==> src/rtl/ula_raster_if.sv <==
// Raster generator bundle: pixel enables and timing configuration in, raster counters,
// sync, interrupt and flash phase out. The generator side uses "master", consumers use "slave".
interface ula_raster_if;
   logic       ce_7mp;
   logic       ce_7mn;
   logic [1:0] mode;
   logic [8:0] cfg_htotal;
   logic [8:0] cfg_vtotal;
   logic [8:0] cfg_int_v;
   logic [8:0] cfg_int_h;
   logic       line_int_en;
   logic [8:0] line_int_line;
   logic       line_int_ack;

   logic [8:0] hc;
   logic [8:0] vc;
   logic       border;
   logic       hsync;
   logic       vsync;
   logic       nINT;
   logic       line_irq;
   logic       flash;
   logic       int_busy;

   // Strobes are qualifiers sampled on every clk_sys edge; there is no backpressure.
   modport master (
      input  ce_7mp, ce_7mn, mode, cfg_htotal, cfg_vtotal, cfg_int_v, cfg_int_h,
             line_int_en, line_int_line, line_int_ack,
      output hc, vc, border, hsync, vsync, nINT, line_irq, flash, int_busy
   );

   modport slave (
      output ce_7mp, ce_7mn, mode, cfg_htotal, cfg_vtotal, cfg_int_v, cfg_int_h,
             line_int_en, line_int_line, line_int_ack,
      input  hc, vc, border, hsync, vsync, nINT, line_irq, flash, int_busy
   );
endinterface

==> src/rtl/ula_raster_gen.sv <==
// ULA raster timing generator: counters, sync, frame INT pulse, flash phase, line interrupt.
// Define ULA_RASTER_LINE_INT_EN to compile in the sticky line interrupt; otherwise line_irq is 0.
module ula_raster_gen #(
   parameter int INT_LEN = 32,
   parameter int FLASH_W = 5
) (
   input logic       clk_sys,
   input logic       reset,
   ula_raster_if.master rif
);

   typedef enum logic {INT_IDLE, INT_LOW} int_state_t;

   localparam logic [7:0] INT_CNT_INIT = 8'(INT_LEN - 1);

   logic [8:0]         hc_q, hc_d, vc_q, vc_d;
   logic [FLASH_W-1:0] flash_q, flash_d;
   logic [1:0]         act_mode_q, act_mode_d;
   logic [8:0]         act_ht_q, act_ht_d, act_vt_q, act_vt_d;
   logic [8:0]         act_iv_q, act_iv_d, act_ih_q, act_ih_d;
   logic               hsync_q, hsync_d, vsync_q, vsync_d;
   logic               line_irq_q, line_irq_d;

   logic [8:0] h_tot, v_tot, int_v, int_h, hs_lo, hs_hi, vs_lo, vs_hi;
   logic       end_of_line, end_of_frame, int_hit;

   int_state_t int_state_q;
   logic [7:0] int_cnt_q;
   logic       nint_q;

   // Per-mode timing, decoded from the mode latched at the last frame boundary.
   always_comb begin
      h_tot = 9'd447; v_tot = 9'd319; int_v = 9'd239; int_h = 9'd326;
      hs_lo = 9'd338; hs_hi = 9'd369; vs_lo = 9'd248; vs_hi = 9'd255;
      case (act_mode_q)
         2'd1: begin
            h_tot = 9'd447; v_tot = 9'd311; int_v = 9'd248; int_h = 9'd4;
            hs_lo = 9'd336; hs_hi = 9'd367; vs_lo = 9'd240; vs_hi = 9'd243;
         end
         2'd2: begin
            h_tot = 9'd455; v_tot = 9'd310; int_v = 9'd248; int_h = 9'd8;
            hs_lo = 9'd340; hs_hi = 9'd371; vs_lo = 9'd240; vs_hi = 9'd243;
         end
         2'd3: begin
            h_tot = act_ht_q; v_tot = act_vt_q; int_v = act_iv_q; int_h = act_ih_q;
         end
         default: ;
      endcase
   end

   assign end_of_line  = (hc_q == h_tot);
   assign end_of_frame = end_of_line && (vc_q == v_tot);
   assign int_hit      = (vc_q == int_v) && (hc_q == int_h);

   always_comb begin
      hc_d = hc_q; vc_d = vc_q; flash_d = flash_q;
      act_mode_d = act_mode_q; act_ht_d = act_ht_q; act_vt_d = act_vt_q;
      act_iv_d = act_iv_q; act_ih_d = act_ih_q;
      hsync_d = hsync_q; vsync_d = vsync_q;
      if (rif.ce_7mp) begin
         if (end_of_line) begin
            hc_d = 9'd0;
            if (end_of_frame) begin
               // New timing only ever takes effect from (0,0).
               vc_d       = 9'd0;
               flash_d    = flash_q + FLASH_W'(1);
               act_mode_d = rif.mode;
               act_ht_d   = rif.cfg_htotal;
               act_vt_d   = rif.cfg_vtotal;
               act_iv_d   = rif.cfg_int_v;
               act_ih_d   = rif.cfg_int_h;
            end else begin
               vc_d = vc_q + 9'd1;
            end
         end else begin
            hc_d = hc_q + 9'd1;
         end
      end
      if (rif.ce_7mn) begin
         hsync_d = (hc_q >= hs_lo) && (hc_q <= hs_hi);
         vsync_d = (vc_q >= vs_lo) && (vc_q <= vs_hi);
      end
   end

`ifdef ULA_RASTER_LINE_INT_EN
   // Set has priority over a coincident acknowledge.
   always_comb begin
      line_irq_d = line_irq_q;
      if (rif.line_int_ack) line_irq_d = 1'b0;
      if (rif.ce_7mp && end_of_line && rif.line_int_en && (vc_d == rif.line_int_line))
         line_irq_d = 1'b1;
   end
`else
   logic unused_line_int;
   assign unused_line_int = ^{rif.line_int_en, rif.line_int_line, rif.line_int_ack};
   always_comb line_irq_d = 1'b0;
`endif

   always_ff @(posedge clk_sys) begin
      if (reset) begin
         hc_q       <= 9'd0;
         vc_q       <= 9'd0;
         flash_q    <= '0;
         act_mode_q <= rif.mode;
         act_ht_q   <= rif.cfg_htotal;
         act_vt_q   <= rif.cfg_vtotal;
         act_iv_q   <= rif.cfg_int_v;
         act_ih_q   <= rif.cfg_int_h;
         hsync_q    <= 1'b0;
         vsync_q    <= 1'b0;
         line_irq_q <= 1'b0;
      end else begin
         hc_q       <= hc_d;
         vc_q       <= vc_d;
         flash_q    <= flash_d;
         act_mode_q <= act_mode_d;
         act_ht_q   <= act_ht_d;
         act_vt_q   <= act_vt_d;
         act_iv_q   <= act_iv_d;
         act_ih_q   <= act_ih_d;
         hsync_q    <= hsync_d;
         vsync_q    <= vsync_d;
         line_irq_q <= line_irq_d;
      end
   end

   // Frame INT pulse: a trigger seen while low is ignored, so the pulse never restarts.
   always_ff @(posedge clk_sys) begin
      if (reset) begin
         int_state_q <= INT_IDLE;
         int_cnt_q   <= 8'd0;
         nint_q      <= 1'b1;
      end else if (rif.ce_7mn) begin
         case (int_state_q)
            INT_IDLE: begin
               if (int_hit) begin
                  int_state_q <= INT_LOW;
                  int_cnt_q   <= INT_CNT_INIT;
                  nint_q      <= 1'b0;
               end
            end
            INT_LOW: begin
               if (int_cnt_q == 8'd0) begin
                  int_state_q <= INT_IDLE;
                  nint_q      <= 1'b1;
               end else begin
                  int_cnt_q <= int_cnt_q - 8'd1;
               end
            end
            default: int_state_q <= INT_IDLE;
         endcase
      end
   end

   assign rif.hc       = hc_q;
   assign rif.vc       = vc_q;
   assign rif.border   = (vc_q >= 9'd192) | (hc_q >= 9'd256);
   assign rif.hsync    = hsync_q;
   assign rif.vsync    = vsync_q;
   assign rif.nINT     = nint_q;
   assign rif.line_irq = line_irq_q;
   assign rif.flash    = flash_q[FLASH_W-1];
   assign rif.int_busy = (int_state_q == INT_LOW);

endmodule

==> src/flat_wrapper.sv <==
// flat-port wrapper written by rule: the top's interface ports become plain ports
module ula_raster_gen_flat 
#(
   parameter int INT_LEN = 32,
   parameter int FLASH_W = 5
)
  (clk_sys, reset, rif_ce_7mp, rif_ce_7mn, rif_mode, rif_cfg_htotal, rif_cfg_vtotal, rif_cfg_int_v, rif_cfg_int_h, rif_line_int_en, rif_line_int_line, rif_line_int_ack, rif_hc, rif_vc, rif_border, rif_hsync, rif_vsync, rif_nINT, rif_line_irq, rif_flash, rif_int_busy);
  ula_raster_if rif_i ();
  input logic clk_sys;
  input logic reset;
  input wire logic [$bits(rif_i.ce_7mp)-1:0] rif_ce_7mp;
  input wire logic [$bits(rif_i.ce_7mn)-1:0] rif_ce_7mn;
  input wire logic [$bits(rif_i.mode)-1:0] rif_mode;
  input wire logic [$bits(rif_i.cfg_htotal)-1:0] rif_cfg_htotal;
  input wire logic [$bits(rif_i.cfg_vtotal)-1:0] rif_cfg_vtotal;
  input wire logic [$bits(rif_i.cfg_int_v)-1:0] rif_cfg_int_v;
  input wire logic [$bits(rif_i.cfg_int_h)-1:0] rif_cfg_int_h;
  input wire logic [$bits(rif_i.line_int_en)-1:0] rif_line_int_en;
  input wire logic [$bits(rif_i.line_int_line)-1:0] rif_line_int_line;
  input wire logic [$bits(rif_i.line_int_ack)-1:0] rif_line_int_ack;
  output wire logic [$bits(rif_i.hc)-1:0] rif_hc;
  output wire logic [$bits(rif_i.vc)-1:0] rif_vc;
  output wire logic [$bits(rif_i.border)-1:0] rif_border;
  output wire logic [$bits(rif_i.hsync)-1:0] rif_hsync;
  output wire logic [$bits(rif_i.vsync)-1:0] rif_vsync;
  output wire logic [$bits(rif_i.nINT)-1:0] rif_nINT;
  output wire logic [$bits(rif_i.line_irq)-1:0] rif_line_irq;
  output wire logic [$bits(rif_i.flash)-1:0] rif_flash;
  output wire logic [$bits(rif_i.int_busy)-1:0] rif_int_busy;
  assign rif_i.ce_7mp = rif_ce_7mp;
  assign rif_i.ce_7mn = rif_ce_7mn;
  assign rif_i.mode = rif_mode;
  assign rif_i.cfg_htotal = rif_cfg_htotal;
  assign rif_i.cfg_vtotal = rif_cfg_vtotal;
  assign rif_i.cfg_int_v = rif_cfg_int_v;
  assign rif_i.cfg_int_h = rif_cfg_int_h;
  assign rif_i.line_int_en = rif_line_int_en;
  assign rif_i.line_int_line = rif_line_int_line;
  assign rif_i.line_int_ack = rif_line_int_ack;
  assign rif_hc = rif_i.hc;
  assign rif_vc = rif_i.vc;
  assign rif_border = rif_i.border;
  assign rif_hsync = rif_i.hsync;
  assign rif_vsync = rif_i.vsync;
  assign rif_nINT = rif_i.nINT;
  assign rif_line_irq = rif_i.line_irq;
  assign rif_flash = rif_i.flash;
  assign rif_int_busy = rif_i.int_busy;
  ula_raster_gen #(.INT_LEN(INT_LEN), .FLASH_W(FLASH_W)) u_core (.clk_sys(clk_sys), .reset(reset), .rif(rif_i));
endmodule
==> config.mk <==
export PLATFORM = sky130hd
export DESIGN_NAME = ula_raster_gen_flat
export DESIGN_NICKNAME = d
export VERILOG_FILES = /design/src/rtl/ula_raster_if.sv /design/src/rtl/ula_raster_gen.sv /design/src/flat_wrapper.sv
export SDC_FILE = /design/constraint.sdc
export NUM_CORES = 1
export LEC_CHECK = 0
export BUFFER_PORTS_ARGS = -buffer_cell sky130_fd_sc_hd__buf_2
export CAP_MARGIN = 20
export CORE_UTILIZATION = 56
export DETAILED_ROUTE_END_ITERATION = 10
export PLACE_DENSITY = 0.91
export SYNTH_ARGS = -nofsm -noshare
export SYNTH_HDL_FRONTEND = slang
export SYNTH_SLANG_ARGS = --single-unit
==> constraint.sdc <==
create_clock -name clk_sys -period 4.1 [get_ports clk_sys]
set_clock_uncertainty 0.05 [all_clocks]
set_input_delay 0 -clock clk_sys [delete_from_list [all_inputs] [get_ports clk_sys]]
set_output_delay 0 -clock clk_sys [all_outputs]
set_load 0.01 [all_outputs]
## After elaboration in Yosys (flattened, before gate mapping)

Cells that the tools add are included.

| storage, ports and cells | value |
|---|---|
| bits in registers | 73 |
| input port bits | 53 |
| output and inout bits | 25 |
| word-level logic and storage cells | 88 |

| operators by class | value |
|---|---|
| add/sub/neg operators | 4 |
| $lt $le $gt $ge | 6 |
| equality and inequality tests | 10 |
| multiplexer cells | 39 |
| bitwise operators | 2 |
| reduce and logical (&&, ||, !) cells | 14 |

Operators by type and width:

| kind | count |
|---|---|
| $mux 9 | 18 |
| $pmux 9 s3 | 2 |
| $eq 9x9->1 | 4 |
| $pmux 9 s2 | 2 |
| $add 9x1->9 const B | 2 |
| $mux 8 | 2 |
| $pmux 8 s2 | 1 |
| $reduce_and 3->1 | 4 |
| $pmux 5 s2 | 1 |
| $ge 9x8->1 | 1 |
| $ge 9x8->1 const B | 1 |
| $ge 9x9->1 | 1 |
| $ge 9x9->1 const B | 1 |
| $le 9x8->1 | 1 |
| $le 9x9->1 | 1 |
| $logic_not 8->1 | 1 |
| $mux 2 | 4 |
| $mux 4 | 2 |
| $sub 8x1->8 const B | 1 |
| $pmux 3 s2 | 1 |
| $reduce_bool 2->1 | 3 |
| $add 5x1->5 const B | 1 |
| $eq 2x2->1 const B | 2 |
| $logic_and 1x1->1 | 4 |
| 9 further kinds | 14 |

## Depth between registers and ports, before layout

| logic depth | value |
|---|---|
| word-level depth | 8 |
| gate-level depth with buffers | 12 |

## Worst setup path after synthesis

OpenSTA, ideal clock, no wires.

| timing path | value |
|---|---|
| path kind | register -> register |
| start | register u_core.act_mode_q[1] |
| end | register u_core.act_ht_q[0], enable pin |
| library setup time | 0.380 ns |
| data arrival time | 2.895 ns |
| required time | 3.670 ns |
| path slack | 0.776 ns |
| cell stages (with the launch flop) | 10 |
| cells stage by stage | edfxtp_1 clkbuf_1 inv_1 ha_1 buf_2 or3_1 o211ai_1 nand4b_1 nor4_4 or2_2 |

| on the way | value |
|---|---|
| word-level cells in the longest chain between the ends | 6 |
| elaborated cells on any way between the ends | 11 |
| classes of those cells | 5 x eq/ne; 2 x mux; 4 x reduce/logical |

RTL lines:

| item | line | RTL |
|---|---|---|
| start: declaration | ula_raster_gen.sv:18 | `logic [1:0] act_mode_q, act_mode_d;` |
| start signal: assignment | ula_raster_gen.sv:104 | `act_mode_q <= rif.mode;` |
| start signal: assignment | ula_raster_gen.sv:116 | `act_mode_q <= act_mode_d;` |
| $eq 2x2->1 / $eq 2x1->1 (equally long branches) | ula_raster_gen.sv:35 | `case (act_mode_q)` |
| $pmux 9 s3 / $pmux 9 s2 (equally long branches) | ula_raster_gen.sv:35 |  |
| $eq 9x9->1 (on tied branches) | ula_raster_gen.sv:52, ula_raster_gen.sv:51 |  |
| $logic_and 1x1->1 | ula_raster_gen.sv:52 | `assign end_of_frame = end_of_line && (vc_q == v_tot);` |
| $reduce_bool 2->1 (no source line) | -- |  |
| $reduce_and 3->1 (no source line) (*) | -- |  |
| end signal: assignment | ula_raster_gen.sv:105 | `act_ht_q <= rif.cfg_htotal;` |
| end signal: assignment | ula_raster_gen.sv:117 | `act_ht_q <= act_ht_d;` |
| end: declaration | ula_raster_gen.sv:19 | `logic [8:0] act_ht_q, act_ht_d, act_vt_q, act_vt_d;` |

Every way passes the cells marked *; elsewhere a longest branch is shown, timed or not.
A chain may end at the register's enable or synchronous reset.

## Worst setup path after layout

| timing path | value |
|---|---|
| start | register u_core.act_mode_q[1] |
| end | register u_core.act_ht_q[5], enable pin |

Same word-level chain as after synthesis.

==> out/qor.yml <==
floorplanning:
  rows: 31
  floorplan.initialDensity: 0.581
  die-area_sq_mm: 0.00791
  boundaryPins: 78
  dieHeight_microns: 89.0
  core_sq_mm: 0.00729
  dieWidth_microns: 89.0
sta:
  slew_violations: 0
  hold_ws_ns: 0.0591
  finalCritPeriodShare: 0.891
  fin_ws_ns: 0.448
  relSlewSlack: 0.389
  hold_viol_final: 0
  rsz0062_at_grt: "false"
  max_freq_mhz: 274
  tightest_slew_ns: 0.917
  setup_viol: 0
  setup_tns_ns: 0
  post-route-min-period_ns: 3.65
route:
  wl_per_cell_microns: 15.7
  ant_nets: 0
  drt_iter0_markers: 289
  drt-total-wl_microns: 9960
  via_count: 3703
  via_per_inst: 5.84
  first_pass_iters: 5
  drc: 0
global_routing:
  grt_util_met3: 0.0471
  antenna_found_initial: 0
  grt_use_met1: 0.335
  grt.busiest_layer: "met2"
  grt_pass1_wl_microns: 16200
  grt-ovfl-total: 0
  grt_pass1_vias: 3485
  grt_use_total: 0.271
  grt_start_max_net_pins: 42
  met2_usage: 0.470
critical_path:
  endpoint_kind: "register"
  critical_path.slowest_cell: "ha_1"
  critPathMaxFanout: 41
  setup.worst_path.start_class: "register"
  critical-path-max-stage-delay_ns: 0.85
  rrSetupSlack_ns: 0.45
  path_cells: "ha_1 > nand2_1 > or4b_1 > o211ai_1 > nand4b_1 > nor4_4 > or2_2 > buf_12"
  cp_data_required_time_ns: 4.08
  reg2reg_to: "u_core.act_ht_q[5]"
  criticalPathCategory: "register to register"
  r2r_cells: 8
  reg2reg_from: "u_core.act_mode_q[1]"
  cp_data_arrival_time_ns: 3.64
synthesis:
  yosys_most_used_dff: "edfxtp_1"
  yosys.cell_types.count: 69
  syn_avg_cell_area_sq_um: 9.60
  seq_area_frac_synth: 0.435
  synth_nets: 512
  synth_edf_count: 38
  syn_inst: 441
  async_flop_share: 0
  yosys_warnings: 0
  synth_area_sq_mm: 0.00424
  synth-seq-cells: 73
layout:
  drive_gt1_frac: 0.168
  instances_no_fill: 634
  diodes: 0
  nets: 601
  finalInstanceArea_sq_mm: 0.00514
  syn2layout_area_growth_pct: 21.5
  finish.utilization: 0.706
power:
  power.total_mw: 1.48
  p_per_area_mw_per_mm2: 288
  max-vdd-ir-drop_mv: 0.215
  cellLeakagePower_nw: 2.08
cts:
  cts-htree-levels: 3
  worstSkewPairLatency_ns: 0.35
  cts_buffer_depth: 2
  clkTransAtPathRegs_ns: 0.07
  cts_sinks: 73
  hold_buffers: 40
  root_buffer: "clkbuf_8"
  cts_tree: "yes"
  cts_setup_buffers: 0
  cts-buffers-inserted: 9
  cts_resized: 0
worst_hold_path:
  min_path_type: "input pin to register"
  holdPathEnd: "u_core.rif.vsync"
  min-delay-start: "reset"
  min_path_cells: 2
placement:
  dpl.cell_count: 578
  portBuffers: 65
  dp_hpwl_microns: 6410
  place.gp.congestion: 0.849
  place_area_sq_mm: 0.00459
  pre_cts_ws_ns: 0.480
run_status:
  status: "finished clean"
job:
  cap_violations: 0
## worst max-delay path by stage
stage                         start                  to  slack (ns)  cells past startpoint
4_1_cts        u_core.act_mode_q[1]  u_core.act_ht_q[5]        0.46                      8
3_3_place_gp   u_core.act_mode_q[1]  u_core.act_ht_q[3]        0.66                      8
6_report       u_core.act_mode_q[1]  u_core.act_ht_q[5]        0.45                      8
2_1_floorplan  u_core.act_mode_q[1]  u_core.act_ht_q[0]        0.78                      9
5_1_grt        u_core.act_mode_q[1]  u_core.act_ht_q[5]        0.11                      8
3_5_place_dp   u_core.act_mode_q[1]  u_core.act_ih_q[0]        0.48                      8
## cell families after synthesis
| logic type | share of synthesized area |
|---|---|
| AOI/OAI and AO/OA | 0.182 |
| other | 0.000885 |
| adders and majority gates | 0.0532 |
| buffers and inverters | 0.0517 |
| and+or+nand+nor | 0.200 |
| DFF | 0.435 |
| xor gates and xnor gates | 0.0703 |
| muxes | 0.00709 |
## area by class of cell
| cell class | instances | area, sq um |
|---|---|---|
| timing repair buffer | 109 | 768 |
| sequential | 73 | 1840 |
| clock inverter | 5 | 22.5 |
| fill | 568 | 2150 |
| multi-input combinational | 315 | 2170 |
| inverter | 22 | 82.6 |
| tap | 99 | 124 |
| clock buffer | 11 | 131 |
## worst max-delay path, delay by kind of cell, from the launching register on
family	cells	cell delay [ns]
AND/OR/NAND/NOR	5	1.41
adder cells (fa/ha/maj)	1	0.85
flip-flops	1	0.62
buffers and inverters	1	0.22
AO/OA/AOI/OAI	1	0.16
## state kept, by name (all words and copies together) (netlist names), 2 cells and up
| signal | flops |
|---|---|
| u_core.act_ht_q | 9 |
| u_core.act_ih_q | 9 |
| u_core.act_iv_q | 9 |
| u_core.act_mode_q | 2 |
| u_core.act_vt_q | 9 |
| u_core.flash_q | 5 |
| u_core.int_cnt_q | 8 |
| u_core.rif.hc | 9 |
| u_core.rif.vc | 9 |
## Yosys cell counts, types with 3 or more instances
master / instances / area share
edfxtp_1: 38 / 0.27
ha_1: 18 / 0.053
buf_2: 7 / 0.0083
nor2b_1: 6 / 0.0089
nand4_1: 6 / 0.0089
nor3b_1: 4 / 0.0071
nand4b_1: 3 / 0.0062
a21oi_1: 28 / 0.033
clkbuf_1: 20 / 0.018
a22oi_1: 4 / 0.0071
a21o_1: 5 / 0.0089
nor3_1: 11 / 0.013
and4_1: 3 / 0.0062
and2_1: 3 / 0.0044
dfxtp_1: 35 / 0.17
a31oi_1: 4 / 0.0059
xnor2_1: 21 / 0.043
o31a_1: 3 / 0.0062
a22o_1: 3 / 0.0062
o21ai_0: 18 / 0.021
mux2i_1: 3 / 0.0071
a211oi_1: 4 / 0.0071
a211o_1: 6 / 0.012
nor2_1: 32 / 0.028
and3_1: 14 / 0.021
nor4_1: 6 / 0.0089
inv_1: 22 / 0.019
xor2_1: 13 / 0.027
nand2_1: 30 / 0.027
nand3b_1: 5 / 0.0089
nand3_1: 9 / 0.011
o41ai_1: 4 / 0.0083
or4b_1: 3 / 0.0071
## cells in the final DEF (no fill, tap or decap), drive strengths merged, types with 14 or more instances in the layout
cell type	synthesis	final
a21oi	28	28
edfxtp	38	38
o21ai	18	18
and3	14	14
inv	22	22
dfxtp	35	35
buf	11	69
nand2	30	30
dlygate4sd3	0	40
ha	18	18
nor2	32	32
xnor2	21	21
## power breakdown
group / switching (mW) / leakage, nW / internal, mW
Clock: 0.253 / 0.0819 / 0.213
Combinational: 0.0971 / 1.34 / 0.0958
Sequential: 0.0263 / 0.654 / 0.796
Total: 0.377 / 2.08 / 1.10
## routing by layer
metal,part of all wire,up-vias
met5,0,-
met4,0.025,0
met3,0.059,25
met2,0.51,134
met1,0.41,1742
li1,-,1802
No activity file was read; power rests on OpenSTA's default activity.
